**config.mk**
```make
export PLATFORM = sky130hd
export DESIGN_NAME = alu_issue_ctrl
export DESIGN_NICKNAME = d
export VERILOG_FILES = /design/src/rtl/alu_issue_ctrl.sv
export SDC_FILE = /design/constraint.sdc
export NUM_CORES = 1
export LEC_CHECK = 0
export CAP_MARGIN = 30
export CORE_UTILIZATION = 43
export DETAILED_ROUTE_END_ITERATION = 6
export HOLD_SLACK_MARGIN = 0.12
export PLACE_DENSITY = 0.88
export SYNTH_ARGS = -nofsm -noshare
export SYNTH_HDL_FRONTEND = slang
export SYNTH_SLANG_ARGS = --single-unit
```
**constraint.sdc**
```tcl
create_clock -name clk_i -period 4.95 [get_ports clk_i]
set_input_delay 0.7425 -clock clk_i [delete_from_list [all_inputs] [get_ports clk_i]]
set_output_delay 0.7425 -clock clk_i [all_outputs]
set_load 0.01 [all_outputs]
```
**src/rtl/alu_issue_ctrl.sv**
```systemverilog
// rtl/alu_issue_ctrl.sv - RV32I issue/collect controller driving an external ALU
//
// Accepts one instruction plus operands, decodes it into registered ALU
// operands/opcode, captures the ALU result one cycle later, resolves branch
// conditions and returns everything over a valid/ready response port.
//
// Ports:
//   clk_i, rst_i                    clock (rising edge), async active-high reset
//   in_valid_i / in_ready_o         instruction handshake
//   instr_i, pc_i                   instruction word and its PC
//   rs1_data_i, rs2_data_i          register operands
//   srcA_o, srcB_o, ALUCtrl_o       registered ALU operands and opcode
//   ALUResult_i, Zero_i             combinational ALU result and zero flag
//   out_valid_o / out_ready_i       response handshake
//   result_o                        captured ALU result (0 for branch/illegal)
//   is_branch_o, branch_taken_o     branch flags
//   branch_target_o                 pc_i + B-immediate
//   illegal_o                       unsupported opcode/funct

module alu_issue_ctrl #(
  parameter int DATA_WIDTH  = 32,
  parameter int SHIFT_WIDTH = 5
) (
  input  logic                  clk_i,
  input  logic                  rst_i,
  input  logic                  in_valid_i,
  output logic                  in_ready_o,
  input  logic [31:0]           instr_i,
  input  logic [31:0]           pc_i,
  input  logic [DATA_WIDTH-1:0] rs1_data_i,
  input  logic [DATA_WIDTH-1:0] rs2_data_i,
  output logic [DATA_WIDTH-1:0] srcA_o,
  output logic [DATA_WIDTH-1:0] srcB_o,
  output logic [3:0]            ALUCtrl_o,
  input  logic [DATA_WIDTH-1:0] ALUResult_i,
  input  logic                  Zero_i,
  output logic                  out_valid_o,
  input  logic                  out_ready_i,
  output logic [DATA_WIDTH-1:0] result_o,
  output logic                  is_branch_o,
  output logic                  branch_taken_o,
  output logic [31:0]           branch_target_o,
  output logic                  illegal_o
);

  localparam logic [1:0] ST_IDLE = 2'd0;
  localparam logic [1:0] ST_EXEC = 2'd1;
  localparam logic [1:0] ST_RESP = 2'd2;

  localparam logic [3:0] ALU_ADD  = 4'b0000;
  localparam logic [3:0] ALU_SUB  = 4'b0001;
  localparam logic [3:0] ALU_AND  = 4'b0010;
  localparam logic [3:0] ALU_OR   = 4'b0011;
  localparam logic [3:0] ALU_XOR  = 4'b0100;
  localparam logic [3:0] ALU_SLT  = 4'b0101;
  localparam logic [3:0] ALU_SLTU = 4'b0110;
  localparam logic [3:0] ALU_SRL  = 4'b0111;
  localparam logic [3:0] ALU_SLL  = 4'b1000;
  localparam logic [3:0] ALU_SRA  = 4'b1001;

  localparam logic [6:0] OP_R = 7'b0110011;
  localparam logic [6:0] OP_I = 7'b0010011;
  localparam logic [6:0] OP_B = 7'b1100011;

  localparam logic [6:0] F7_BASE = 7'b0000000;
  localparam logic [6:0] F7_ALT  = 7'b0100000;

  logic [1:0] state_q;
  logic [2:0] br_funct3_q;

  logic [6:0] opcode;
  logic [2:0] funct3;
  logic [6:0] funct7;
  logic       funct7_ok;

  logic [DATA_WIDTH-1:0] imm_i;
  logic [DATA_WIDTH-1:0] shamt_z;
  logic [31:0]           imm_b;
  logic [31:0]           br_target_sum;

  logic [DATA_WIDTH-1:0] dec_src_a;
  logic [DATA_WIDTH-1:0] dec_src_b;
  logic [3:0]            dec_ctrl;
  logic                  dec_branch;
  logic                  dec_illegal;

  logic accept;
  logic br_cond;

  // rs1 index field is consumed upstream (register read); only its value arrives here.
  logic unused_rs1_field;
  assign unused_rs1_field = ^instr_i[19:15];

  assign opcode    = instr_i[6:0];
  assign funct3    = instr_i[14:12];
  assign funct7    = instr_i[31:25];
  assign funct7_ok = (funct7 == F7_BASE) || (funct7 == F7_ALT);

  assign imm_i   = {{(DATA_WIDTH-12){instr_i[31]}}, instr_i[31:20]};
  assign shamt_z = {{(DATA_WIDTH-SHIFT_WIDTH){1'b0}}, instr_i[20 +: SHIFT_WIDTH]};
  assign imm_b   = {{19{instr_i[31]}}, instr_i[31], instr_i[7],
                    instr_i[30:25], instr_i[11:8], 1'b0};

  // Dedicated target adder so the ALU is free to evaluate the branch compare.
  assign br_target_sum = pc_i + imm_b;

  assign in_ready_o  = (state_q == ST_IDLE);
  assign out_valid_o = (state_q == ST_RESP);
  assign accept      = in_valid_i && in_ready_o;

  always_comb begin
    dec_src_a   = rs1_data_i;
    dec_src_b   = rs2_data_i;
    dec_ctrl    = ALU_ADD;
    dec_branch  = 1'b0;
    dec_illegal = 1'b0;

    case (opcode)
      OP_R: begin
        // The alternate funct7 only exists for SUB and SRA.
        if (!funct7_ok) begin
          dec_illegal = 1'b1;
        end else if (funct7[5] && (funct3 != 3'b000) && (funct3 != 3'b101)) begin
          dec_illegal = 1'b1;
        end else begin
          case (funct3)
            3'b000:  dec_ctrl = funct7[5] ? ALU_SUB : ALU_ADD;
            3'b001:  dec_ctrl = ALU_SLL;
            3'b010:  dec_ctrl = ALU_SLT;
            3'b011:  dec_ctrl = ALU_SLTU;
            3'b100:  dec_ctrl = ALU_XOR;
            3'b101:  dec_ctrl = funct7[5] ? ALU_SRA : ALU_SRL;
            3'b110:  dec_ctrl = ALU_OR;
            default: dec_ctrl = ALU_AND;
          endcase
        end
      end

      OP_I: begin
        dec_src_b = imm_i;
        case (funct3)
          3'b000: dec_ctrl = ALU_ADD;
          3'b010: dec_ctrl = ALU_SLT;
          3'b011: dec_ctrl = ALU_SLTU;
          3'b100: dec_ctrl = ALU_XOR;
          3'b110: dec_ctrl = ALU_OR;
          3'b111: dec_ctrl = ALU_AND;
          3'b001: begin
            dec_src_b   = shamt_z;
            dec_ctrl    = ALU_SLL;
            dec_illegal = !funct7_ok;
          end
          default: begin
            // 101: instr[30] picks arithmetic vs logical right shift.
            dec_src_b   = shamt_z;
            dec_ctrl    = instr_i[30] ? ALU_SRA : ALU_SRL;
            dec_illegal = !funct7_ok;
          end
        endcase
      end

      OP_B: begin
        dec_branch = 1'b1;
        case (funct3)
          3'b000, 3'b001: dec_ctrl = ALU_SUB;
          3'b100, 3'b101: dec_ctrl = ALU_SLT;
          3'b110, 3'b111: dec_ctrl = ALU_SLTU;
          default:        dec_illegal = 1'b1;
        endcase
      end

      default: dec_illegal = 1'b1;
    endcase

    // Illegal instructions still flow through EXEC/RESP as a harmless 0+0.
    if (dec_illegal) begin
      dec_src_a  = '0;
      dec_src_b  = '0;
      dec_ctrl   = ALU_ADD;
      dec_branch = 1'b0;
    end
  end

  // SUB compares (BEQ/BNE) set Zero on equality; SLT/SLTU compares clear
  // Zero when the "less than" relation holds.
  always_comb begin
    case (br_funct3_q)
      3'b000:         br_cond = Zero_i;
      3'b001:         br_cond = !Zero_i;
      3'b100, 3'b110: br_cond = !Zero_i;
      3'b101, 3'b111: br_cond = Zero_i;
      default:        br_cond = 1'b0;
    endcase
  end

  always_ff @(posedge clk_i or posedge rst_i) begin
    if (rst_i) begin
      state_q         <= ST_IDLE;
      br_funct3_q     <= '0;
      srcA_o          <= '0;
      srcB_o          <= '0;
      ALUCtrl_o       <= ALU_ADD;
      result_o        <= '0;
      is_branch_o     <= 1'b0;
      branch_taken_o  <= 1'b0;
      branch_target_o <= '0;
      illegal_o       <= 1'b0;
    end else begin
      case (state_q)
        ST_IDLE: begin
          if (accept) begin
            srcA_o          <= dec_src_a;
            srcB_o          <= dec_src_b;
            ALUCtrl_o       <= dec_ctrl;
            is_branch_o     <= dec_branch;
            illegal_o       <= dec_illegal;
            branch_target_o <= dec_branch ? br_target_sum : 32'd0;
            br_funct3_q     <= funct3;
            result_o        <= '0;
            branch_taken_o  <= 1'b0;
            state_q         <= ST_EXEC;
          end
        end

        ST_EXEC: begin
          result_o       <= (is_branch_o || illegal_o) ? '0 : ALUResult_i;
          branch_taken_o <= is_branch_o && br_cond;
          state_q        <= ST_RESP;
        end

        ST_RESP: begin
          if (out_ready_i) begin
            state_q <= ST_IDLE;
          end
        end

        default: state_q <= ST_IDLE;
      endcase
    end
  end

endmodule

```
==> impl_metrics.ini, run 1 <==
[outcome]
status = finished, final reports clean

[yosys]
synth_cell_type_count = 66
netlist.area_leader.share = 0.493
netlist_instances = 682
ys_ff_latch = 140
yosysSeqAreaShare = 0.493
synthTopCellsByArea = dfrtp_1 (49%), a22o_1 (11%), ha_1 (5.3%)
synthesis.area_um2 = 7110
synth_edf_count = 0
yosys_warnings = 0
postSynth.asyncResetShare = 1.00
synth_top_area_cell = dfrtp_1
synth.avg_cell_area_um2 = 10.4
syn-num-nets = 878
yosys_most_used_dff = dfrtp_1

[floorplan]
ios = 302
start_util = 0.444
core_um2 = 16000
fp.dieW_um = 131
rows = 46
die_h_um = 131
dieArea_um2 = 17100

[critical_path]
worst_ep_required_time_ns = 5.26
r2r_setup_slack_ns = 2.39
worstSetupPathType = input port to flop
end_kind = flop
cpPeakStageDelay_ns = 1.14
critPathSlowestCell = clkdlybuf4s50_1
crit_start = instr_i[31]
cp_num_buf_inv = 1
crit_arrival_ns = 3.87
ff2ff_path_depth = 8
cp-start-kind = input port
worstReg2RegEnd = branch_target_o[10]
timing.rr.start = state_q[0]
crit_fanout = 22
crit_chain = clkdlybuf4s50_1 -> ha_1 -> a21oi_1 -> o21ai_0 -> a221oi_2 -> o21ai_2 -> a311oi_2 -> xnor2_1 -> a22o_1
crit_cells = 9
crit_end = branch_target_o[25]
critPathTopFamily = compound AO/OA/AOI/OAI gates

[detailed_routing]
drc_errors = 0
routed_via_density = 5.57
highest_layer = met5
wl_met2_um = 11800
drt_iter0_markers = 380
vias = 6642
ant_nets = 0
dr.pass1.iters = 5
routed-wl-met3_um = 2050
wire_per_inst_um = 19.9
wirelength_um = 23700
wl_met1_um = 9130

[cts]
clock-root-buffer = clkbuf_16
cts_resized = 0
clk_path_buf_depth = 2
cts_tree = built
post_cts.repair.setup_buffers = 0
clkTransAtPathRegs_ns = 0.06
cts.sink_count = 140
cts_buffers = 17
cts_hold_buf = 0
htree_levels = 4
clkLatencyLatePin_ns = 0.42

[sta]
final.setup.tns_ns = 0
finalHoldViolCount = 0
period_share = 0.719
setup_violations = 0
maxSlewHeadroom = 0.327
rsz0062_at_grt = false
period_minus_slack_ns = 3.56
drv_slew = 0
max_freq_mhz = 281
tightestPinTransition_ns = 1.01
skew_ns = 0.0109

[global_route]
grt-ovfl-total = 0
antenna_found_initial = 2
grt_pass1_vias = 6459
grt_max_degree = 88
grt_pass1_wl_um = 35000
gr-usage-all-layers = 0.273

[placement]
hpwlAfterDp_um = 17200
place_congestion = 0.961
numPortBuffers = 296

[final_layout]
fin_nets = 1160
synthToLayoutAreaGrowth_pct = 52.8
final_cell_mix = clkdlybuf4s50_1 (296), dfrtp_1 (140), a22o_1 (89)
final_layout_size_suffix_gt1_frac = 0.0645
final_common_cell = clkdlybuf4s50_1
postLayoutCoreUtil = 0.679
n_antenna_cell = 0

[power]
ir_drop_mv = 0.249
leakagePower_nw = 4.84
total_power_w = 0.00323
powerDensity_nw_per_um2 = 297

[worst_hold_path]
hold_path.class = flop to flop

[run]
maxCapViolations = 0
power breakdown:
part           switching (W)  internal (W)  total [W]
sequential         0.0000280       0.00118    0.00121
clock               0.000509      0.000806    0.00132
combinational       0.000405      0.000300   0.000704
total               0.000942       0.00229    0.00323
kinds of logic after synthesis:
family	after synthesis	share of synthesized area
and+or+nand+nor	176	0.114
adders and majority gates	31	0.0556
buffers and inverters	52	0.0297
AOI/OAI and AO/OA	254	0.271
DFF	140	0.493
muxes	5	0.00704
xor gates and xnor gates	24	0.0296
per-layer routing:
layer / up-vias / global-route usage
met1: 3240 / 0.318
met2: 258 / 0.471
li1: 3091 / -
met3: 49 / 0.0822
met5: - / 0
met4: 4 / 0.111
worst min-delay path by stage:
stage               slack (ns)                  end                 from  cells after the start
floorplan                 0.45       br_funct3_q[1]       br_funct3_q[1]                      2
global placement          0.46  branch_target_o[10]  branch_target_o[10]                      2
detailed placement        0.47           srcB_o[17]           srcB_o[17]                      2
CTS                       0.48           srcB_o[17]           srcB_o[17]                      2
global route              0.50           srcB_o[12]           srcB_o[12]                      2
finish                    0.48            srcB_o[9]            srcB_o[9]                      2
worst reg2reg max path, delay by kind of cell (launching register included):
family	cells	cell delay [ns]
compound gates	2	0.67
buf+inv	2	0.61
flops	1	0.42
simple gates	4	0.81
flip-flops by register name (all words and copies together), names as in the netlist:
signal,cells
ALUCtrl_o,4
br_funct3_q,3
branch_taken_o,1
branch_target_o,32
illegal_o,1
is_branch_o,1
result_o,32
srcA_o,32
srcB_o,32
state_q,2
area by class of cell:
class                           count  area (µm²)
Clock buffer                       18         439
Sequential cell                   140        3500
Multi-Input combinational cell    490        3420
Clock inverter                     14         168
Timing Repair Buffer              304        3020
Inverter                           11        46.3
Fill cell                        1213        5130
Tap cell                          216         270
Yosys cell counts (5+ instances only):
library cell  count
a21o_1           20
a21oi_1          33
a22o_1           89
and3_1           11
buf_2            13
clkbuf_1         27
dfrtp_1         140
ha_1             30
inv_1            11
mux2i_1           5
nand2_1          76
nand2b_1          7
nand3_1           8
nand4_1           5
nor2_1           41
nor2b_1           7
nor3_1            5
o211ai_1          5
o21a_1            8
o21ai_0          50
xnor2_1          15
xor2_1            9
per-stage QoR:
step | worst slack [ns] | cell area [µm²] | hold WS [ns] | instances
floorplan | 0.455 | 7110 | 0.447 | 682
global placement | 1.06 | 10300 | 0.458 | 1161
detailed placement | 1.01 | 10300 | 0.469 | 1161
CTS | 1.45 | 10900 | 0.483 | 1193
global route | 1.21 | 10900 | 0.504 | 1193
finish | 1.39 | 10900 | 0.477 | 1193
Note: power is estimated with default switching activity, not from simulation.
==> run 2, diff against run 1 <==
==> constraint.sdc (replaced) <==
create_clock -name clk_i -period 3.6 [get_ports clk_i]
set_input_delay 0.54 -clock clk_i [delete_from_list [all_inputs] [get_ports clk_i]]
set_output_delay 0.54 -clock clk_i [all_outputs]
set_load 0.01 [all_outputs]
==> impl_metrics.ini, run 2 (synthesis results as in run 1) <==
[outcome]
status = finished, final reports clean

[global_route]
grt_max_degree = 141
grt_pass1_vias = 6518
antenna_found_initial = 2
grt-ovfl-total = 0
grt_pass1_wl_um = 34600
gr-usage-all-layers = 0.271

[power]
total_power_w = 0.00438
powerDensity_nw_per_um2 = 402
leakagePower_nw = 4.85
ir_drop_mv = 0.335

[worst_hold_path]
hold_path.class = flop to flop
hold_start = srcB_o[8]

[placement]
numPortBuffers = 296
place_congestion = 0.929
hpwlAfterDp_um = 17100
placedInstanceArea_um2 = 10300

[final_layout]
final_cell_mix = clkdlybuf4s50_1 (296), dfrtp_1 (140), a22o_1 (89)
nFillCells = 1199
fin_nets = 1164
final_common_cell = clkdlybuf4s50_1
postLayoutCoreUtil = 0.681
final_layout_size_suffix_gt1_frac = 0.0673
synthToLayoutAreaGrowth_pct = 53.2
fin_area_um2 = 10900

[floorplan]
fp.dieW_um = 131
dieArea_um2 = 17100
ios = 302
start_util = 0.444
die_h_um = 131
rows = 46
core_um2 = 16000

[critical_path]
crit_fanout = 13
critPathSlowestCell = clkdlybuf4s50_1
cpPeakStageDelay_ns = 0.72
timing.rr.start = state_q[0]
worstSetupPathType = input port to flop
crit_arrival_ns = 3.38
end_kind = flop
crit_start = instr_i[31]
worst_ep_required_time_ns = 3.93
cp-start-kind = input port
crit_chain = clkdlybuf4s50_1 -> ha_1 -> nand3_1 -> o32ai_1 -> o22a_1 -> a31oi_2 -> o221a_2 -> o21a_1 -> o211ai_1

[sta]
max_freq_mhz = 327
period_share = 0.848
maxSlewHeadroom = 0.438
rsz0062_at_grt = false
finalHoldViolCount = 0
tightestPinTransition_ns = 0.844
drv_slew = 0
setup_violations = 0
whs_ns = 0.476
skew_ns = 0.0108
period_minus_slack_ns = 3.05
final.setup.tns_ns = 0

[cts]
cts_tree = built
cts.sink_count = 140
cts_buffers = 17
clock-root-buffer = clkbuf_16
clkLatencyLatePin_ns = 0.42
clk_path_buf_depth = 2
cts_hold_buf = 0
clkTransAtPathRegs_ns = 0.06
cts_resized = 0
htree_levels = 4
post_cts.repair.setup_buffers = 0

[detailed_routing]
ant_nets = 0
drt_iter0_markers = 379
vias = 6636
drc_errors = 0
wirelength_um = 23600
dr.pass1.iters = 5
wire_per_inst_um = 19.7
routed_via_density = 5.54

[run]
maxCapViolations = 0
## run 2: report_power, final
| group | internal (W) | leakage (nW) | switching [W] |
|---|---|---|---|
| Sequential | 0.00162 | 1.94 | 0.0000361 |
| Clock | 0.00104 | 0.279 | 0.000710 |
| Combinational | 0.000417 | 2.63 | 0.000554 |
## run 2: area by class of cell
class / count / area [µm²] / area share
diodes: 2 / 5.00 / 0.000459
clock buffers: 18 / 439 / 0.0403
clock inverters: 13 / 141 / 0.0130
inverters: 11 / 45.0 / 0.00413
multi-input cells: 490 / 3420 / 0.313
flip-flops and latches: 140 / 3500 / 0.321
well taps: 216 / 270 / 0.0248
repair buffers: 308 / 3080 / 0.282
## run 2: path summary, 6_finish.rpt
kind	slack, ns	endpoint	depth (start not counted)
max in group asynchronous	2.31	branch_target_o[24]	3
setup / recovery	0.55	branch_target_o[31]	9
hold reg to reg	0.48	srcB_o[8]	2
min in group asynchronous	0.69	result_o[15]	3
hold / removal	0.48	srcB_o[8]	2
setup reg to reg	1.13	srcB_o[13]	7
## run 2: metal layers
layer | part of all wire | GRT usage
met1 | 0.39 | 0.311
met2 | 0.50 | 0.465
met3 | 0.089 | 0.0814
met4 | 0.026 | 0.119
met5 | 0 | 0
## run 2: critical path: cells and delay by family
family	cells	cell delay, ns
AO/OA/AOI/OAI	6	1.34
adder cells (fa/ha/maj)	1	0.62
buffers and inverters	1	0.72
AND/OR/NAND/NOR	1	0.14
## run 2: per-stage QoR
step,setup WS (ns),cells
2_1_floorplan,0.985,682
3_3_place_gp,0.217,1165
3_5_place_dp,0.156,1165
4_1_cts,0.608,1196
5_1_grt,0.347,1198
6_report,0.546,1198
==> run 3, diff against run 2 <==
--- a/config.mk
+++ b/config.mk
@@ -6,10 +6,10 @@
 export NUM_CORES = 1
 export LEC_CHECK = 0
 export CAP_MARGIN = 30
-export CORE_UTILIZATION = 43
+export CORE_UTILIZATION = 39
 export DETAILED_ROUTE_END_ITERATION = 6
 export HOLD_SLACK_MARGIN = 0.12
-export PLACE_DENSITY = 0.88
+export PLACE_DENSITY = 0.84
 export SYNTH_ARGS = -nofsm -noshare
 export SYNTH_HDL_FRONTEND = slang
 export SYNTH_SLANG_ARGS = --single-unit
==> constraint.sdc (replaced) <==
create_clock -name clk_i -period 2.73 [get_ports clk_i]
set_input_delay 0.4095 -clock clk_i [delete_from_list [all_inputs] [get_ports clk_i]]
set_output_delay 0.4095 -clock clk_i [all_outputs]
set_load 0.01 [all_outputs]
==> impl_metrics.ini, run 3 (synthesis results as in run 1) <==
[critical_path]
r2r_setup_slack_ns = 0.40
crit_end = branch_target_o[27]
critPathSlowestCell = fa_1
cp-start-kind = input port
crit_start = instr_i[8]
timing.rr.start = state_q[0]
crit_chain = clkdlybuf4s50_1 -> ha_1 -> fa_1 -> a21o_1 -> a311oi_2 -> buf_4 -> o21ai_1 -> a31oi_2 -> o221a_2 -> xnor2_1 -> a22o_1
crit_fanout = 3
ff2ff_path_depth = 8
worst_ep_required_time_ns = 3.03
crit_arrival_ns = 2.94
end_kind = flop
worstReg2RegEnd = srcB_o[12]
worstSetupPathType = input port to flop
cpPeakStageDelay_ns = 0.41

[cts]
cts_tree = built
clk_path_buf_depth = 2
clkLatencyLatePin_ns = 0.41
clock-root-buffer = clkbuf_16
cts_hold_buf = 0
htree_levels = 4
cts.sink_count = 140
clkTransAtPathRegs_ns = 0.06
cts_buffers = 17

[floorplan]
start_util = 0.397
dieArea_um2 = 18800
fp.dieW_um = 137
die_h_um = 137
core_um2 = 17900
ios = 302
rows = 49

[sta]
skew_ns = 0.00810
tightestPinTransition_ns = 0.871
maxSlewHeadroom = 0.419
drv_slew = 0
finalHoldViolCount = 0
setup_slack_ns = 0.0901
setup_violations = 0
max_freq_mhz = 379
period_share = 0.967
period_minus_slack_ns = 2.64
rsz0062_at_grt = false

[power]
powerDensity_nw_per_um2 = 522
leakagePower_nw = 5.29
total_power_w = 0.00607
ir_drop_mv = 0.572

[placement]
numPortBuffers = 296
hpwlAfterDp_um = 18500
placedInstanceArea_um2 = 11000
preCtsSetupSlack_ns = -0.333
place_congestion = 0.931

[global_route]
use_met3 = 0.0844
grt_max_degree = 82
grt_pass1_wl_um = 37200
gr-usage-all-layers = 0.263
grtUsageMet1 = 0.310
grt.busiest_layer = met2
grt_pass1_vias = 6925
met2_usage = 0.442
grt-ovfl-total = 0
antenna_found_initial = 2

[detailed_routing]
dr.pass1.iters = 5
drt_iter0_markers = 370
routed_via_density = 5.46
drc_errors = 0
vias = 7046
ant_nets = 0
wirelength_um = 24500
wire_per_inst_um = 19.0

[final_layout]
fin_nets = 1247
synthToLayoutAreaGrowth_pct = 63.3
final_layout_size_suffix_gt1_frac = 0.140
fin_area_um2 = 11600
postLayoutCoreUtil = 0.649
final_cell_mix = clkdlybuf4s50_1 (296), dfrtp_1 (140), buf_4 (90)
final_common_cell = clkdlybuf4s50_1
n_antenna_cell = 0

[outcome]
status = finished, final reports clean

[worst_hold_path]
hold_path.class = flop to flop

[run]
maxCapViolations = 0
## run 3: power breakdown
| group | leakage, nW | switching (W) | internal (W) |
|---|---|---|---|
| clock | 0.299 | 0.000890 | 0.00154 |
| sequential | 1.94 | 0.0000465 | 0.00214 |
| combinational | 3.04 | 0.000769 | 0.000680 |
## run 3: what timing repair did
item | in CTS | in global routing
setup endpoints to repair | 0 | 2
gates resized for setup | 0 | 2
buffers inserted | 0 | 0
## run 3: how the worst min path moves through the flow
stage	startpoint	end	slack, ns	cells past startpoint
3_3_place_gp	branch_target_o[10]	branch_target_o[10]	0.45	2
3_5_place_dp	branch_target_o[10]	branch_target_o[10]	0.46	2
4_1_cts	branch_target_o[10]	branch_target_o[10]	0.48	2
5_1_grt	srcB_o[19]	srcB_o[19]	0.49	2
6_report	branch_target_o[10]	branch_target_o[10]	0.47	2
2_1_floorplan	br_funct3_q[1]	br_funct3_q[1]	0.45	2
## run 3: metal layers
| metal | vias up | routed length [µm] |
|---|---|---|
| met1 | 3452 | 9660 |
| li1 | 3255 | - |
| met3 | 50 | 2120 |
| met5 | - | 12 |
| met4 | 2 | 767 |
| met2 | 287 | 11900 |
## run 3: layout make-up
cell class | instances | area (µm²)
Sequential cell | 140 | 3500
Tap cell | 229 | 287
Timing Repair Buffer | 391 | 3740
Clock buffer | 19 | 443
Inverter | 11 | 45.0
Fill cell | 1390 | 6290
Clock inverter | 11 | 169
Multi-Input combinational cell | 490 | 3430
## run 3: through the flow
stage | TNS [ns] | instances | hold WS (ns)
after global routing | 0 | 1291 | 0.495
after global placement | -3.44 | 1261 | 0.454
after detailed placement | -6.48 | 1261 | 0.464
after CTS | 0 | 1291 | 0.477
final | 0 | 1291 | 0.474
after floorplan | 0 | 682 | 0.447
## run 3: worst max-delay path, delay by kind of cell
family	cells	cell delay, ns
XOR/XNOR	1	0.06
AO/OA/AOI/OAI	6	1.26
buffers and inverters	2	0.57
adder cells (fa/ha/maj)	2	0.63
==> patch, RTL diff (flow settings as in run 2) <==
Change the parameter `SHIFT_WIDTH` from 5 to 10.
--- a/src/rtl/alu_issue_ctrl.sv
+++ b/src/rtl/alu_issue_ctrl.sv
@@ -19,7 +19,7 @@
 
 module alu_issue_ctrl #(
   parameter int DATA_WIDTH  = 32,
-  parameter int SHIFT_WIDTH = 5
+  parameter int SHIFT_WIDTH = 10
 ) (
   input  logic                  clk_i,
   input  logic                  rst_i,
Formal check against the unedited RTL: equivalent (equiv_simple and equiv_induct, registers matched by name and starting in step).
==> patch against run 2 <==
- first-iteration DRC count shrank 12%
- design area down 1.6%
- routed wire length is 4.3% lower
- sequential cell count did not move
- largest cell class unchanged
- largest power group unchanged
- combinational power shrank 3.2%
- power fell by 1.8%
- clock power shrank 3%
- global-route usage about the same
- critical endpoint is now branch_target_o[30]
- synthesized cell count decreased by 0.73%
- area after synthesis is 3.0% lower
- setup slack lost 0.031 ns
- sequential share of layout area grew 0.54 points
==> patch: results <==
group,metric,value,unit
global_routing,antenna_found_initial,0,
logic_synthesis,synthMuxAreaShare,1.45,%
timing,worstMarginPinSlew,0.773,ns
power_and_ir_drop,seq_power_share,38.5,%
worst_setup_path,crit_family,"buffers and inverters",
logic_synthesis,synth_warnings,0,
placed_design,hpwl,16.7,mm
detailed_routing,wirelength,22.6,mm
detailed_routing,drt_iter0_markers,333,
detailed_routing,vias,6627,
global_routing,met3_usage,7.65,%
placed_design,gp_congestion,0.882,
global_routing,grt_max_degree,73,
timing,fin_skew,0.00629,ns
power_and_ir_drop,internal_power,3.03,mW
logic_synthesis,synth_area_leaders,"dfrtp_1 51%, a22o_1 8.9%, o21ai_0 5.5%, ha_1 5.4%, nand2_1 5.1%",
clocking,clockRootBuffer,"clkbuf_16",
detailed_routing,met1_length,8.74,mm
global_routing,grt_pass1_wl,33.9,mm
logic_synthesis,synth_xor_area_share,3.30,%
global_routing,grtUsageMet1,30.0,%
power_and_ir_drop,powerDensity,401,nW/um2
logic_synthesis,yosysSeqAreaShare,50.8,%
logic_synthesis,syn_area_per_cell,10.2,um2
final_layout,num_antenna_cells,0,
power_and_ir_drop,worst_ir_drop_vdd,384,uV
global_routing,met2_usage,47.6,%
worst_hold_path,hold_class,"primary input to asynchronous set/reset pin",
logic_synthesis,syn_nets,873,
worst_setup_path,max_stage_delay,0.67,ns
logic_synthesis,ys_top_cells_by_count,"140 x dfrtp_1, 93 x nand2_1, 76 x o21ai_0",
final_layout,num-nets-final,1168,
logic_synthesis,synth_compound_gate_area_share,23.5,%
status,outcome,"finished, final reports clean",
placed_design,dp_slack,0.143,ns
logic_synthesis,synth_cell_types,59,
final_layout,drive_above_1_share,6.80,%
global_routing,grt_usage,27.1,%
detailed_routing,met3_length,1.75,mm
worst_setup_path,cp_max_fo,10,
power_and_ir_drop,clkPwrFrac,39.6,%
power_and_ir_drop,p_leak,4.66,nW
final_layout,layoutNonFillerInstCount,1196,
logic_synthesis,synth_adder_area_share,5.73,%
placed_design,placed_cell_area,10100,um2
detailed_routing,routed-wl-met2,11.3,mm
global_routing,grt_pass1_vias,6532,
[patch: cell count changes after synthesis, moves of 7 or more]
cell	run 2	this run
nand2_1	76	93
a21o_1	20	9
a22o_1	89	70
o21a_1	8	0
o21ai_0	50	76
and3_1	11	4
[patch: final cells by class]
class,instances,area (um2)
tap,211,264
clock inverter,13,128
timing repair buffer,313,3090
multi-input combinational,486,3220
inverter,14,56.3
fill,1170,4710
sequential,140,3500
clock buffer,19,453
[patch: worst paths after layout]
check / to / slack, ns / cells past startpoint / from
max: branch_target_o[30] / 0.51 / 10 / instr_i[31]
min: srcA_o[25] / 0.36 / 2 / rst_i
max reg2reg: srcA_o[26] / 1.44 / 7 / state_q[0]
min reg2reg: br_funct3_q[1] / 0.48 / 2 / br_funct3_q[1]
max in group asynchronous: branch_target_o[3] / 2.42 / 3 / rst_i
min in group clk_i: br_funct3_q[1] / 0.48 / 2 / br_funct3_q[1]
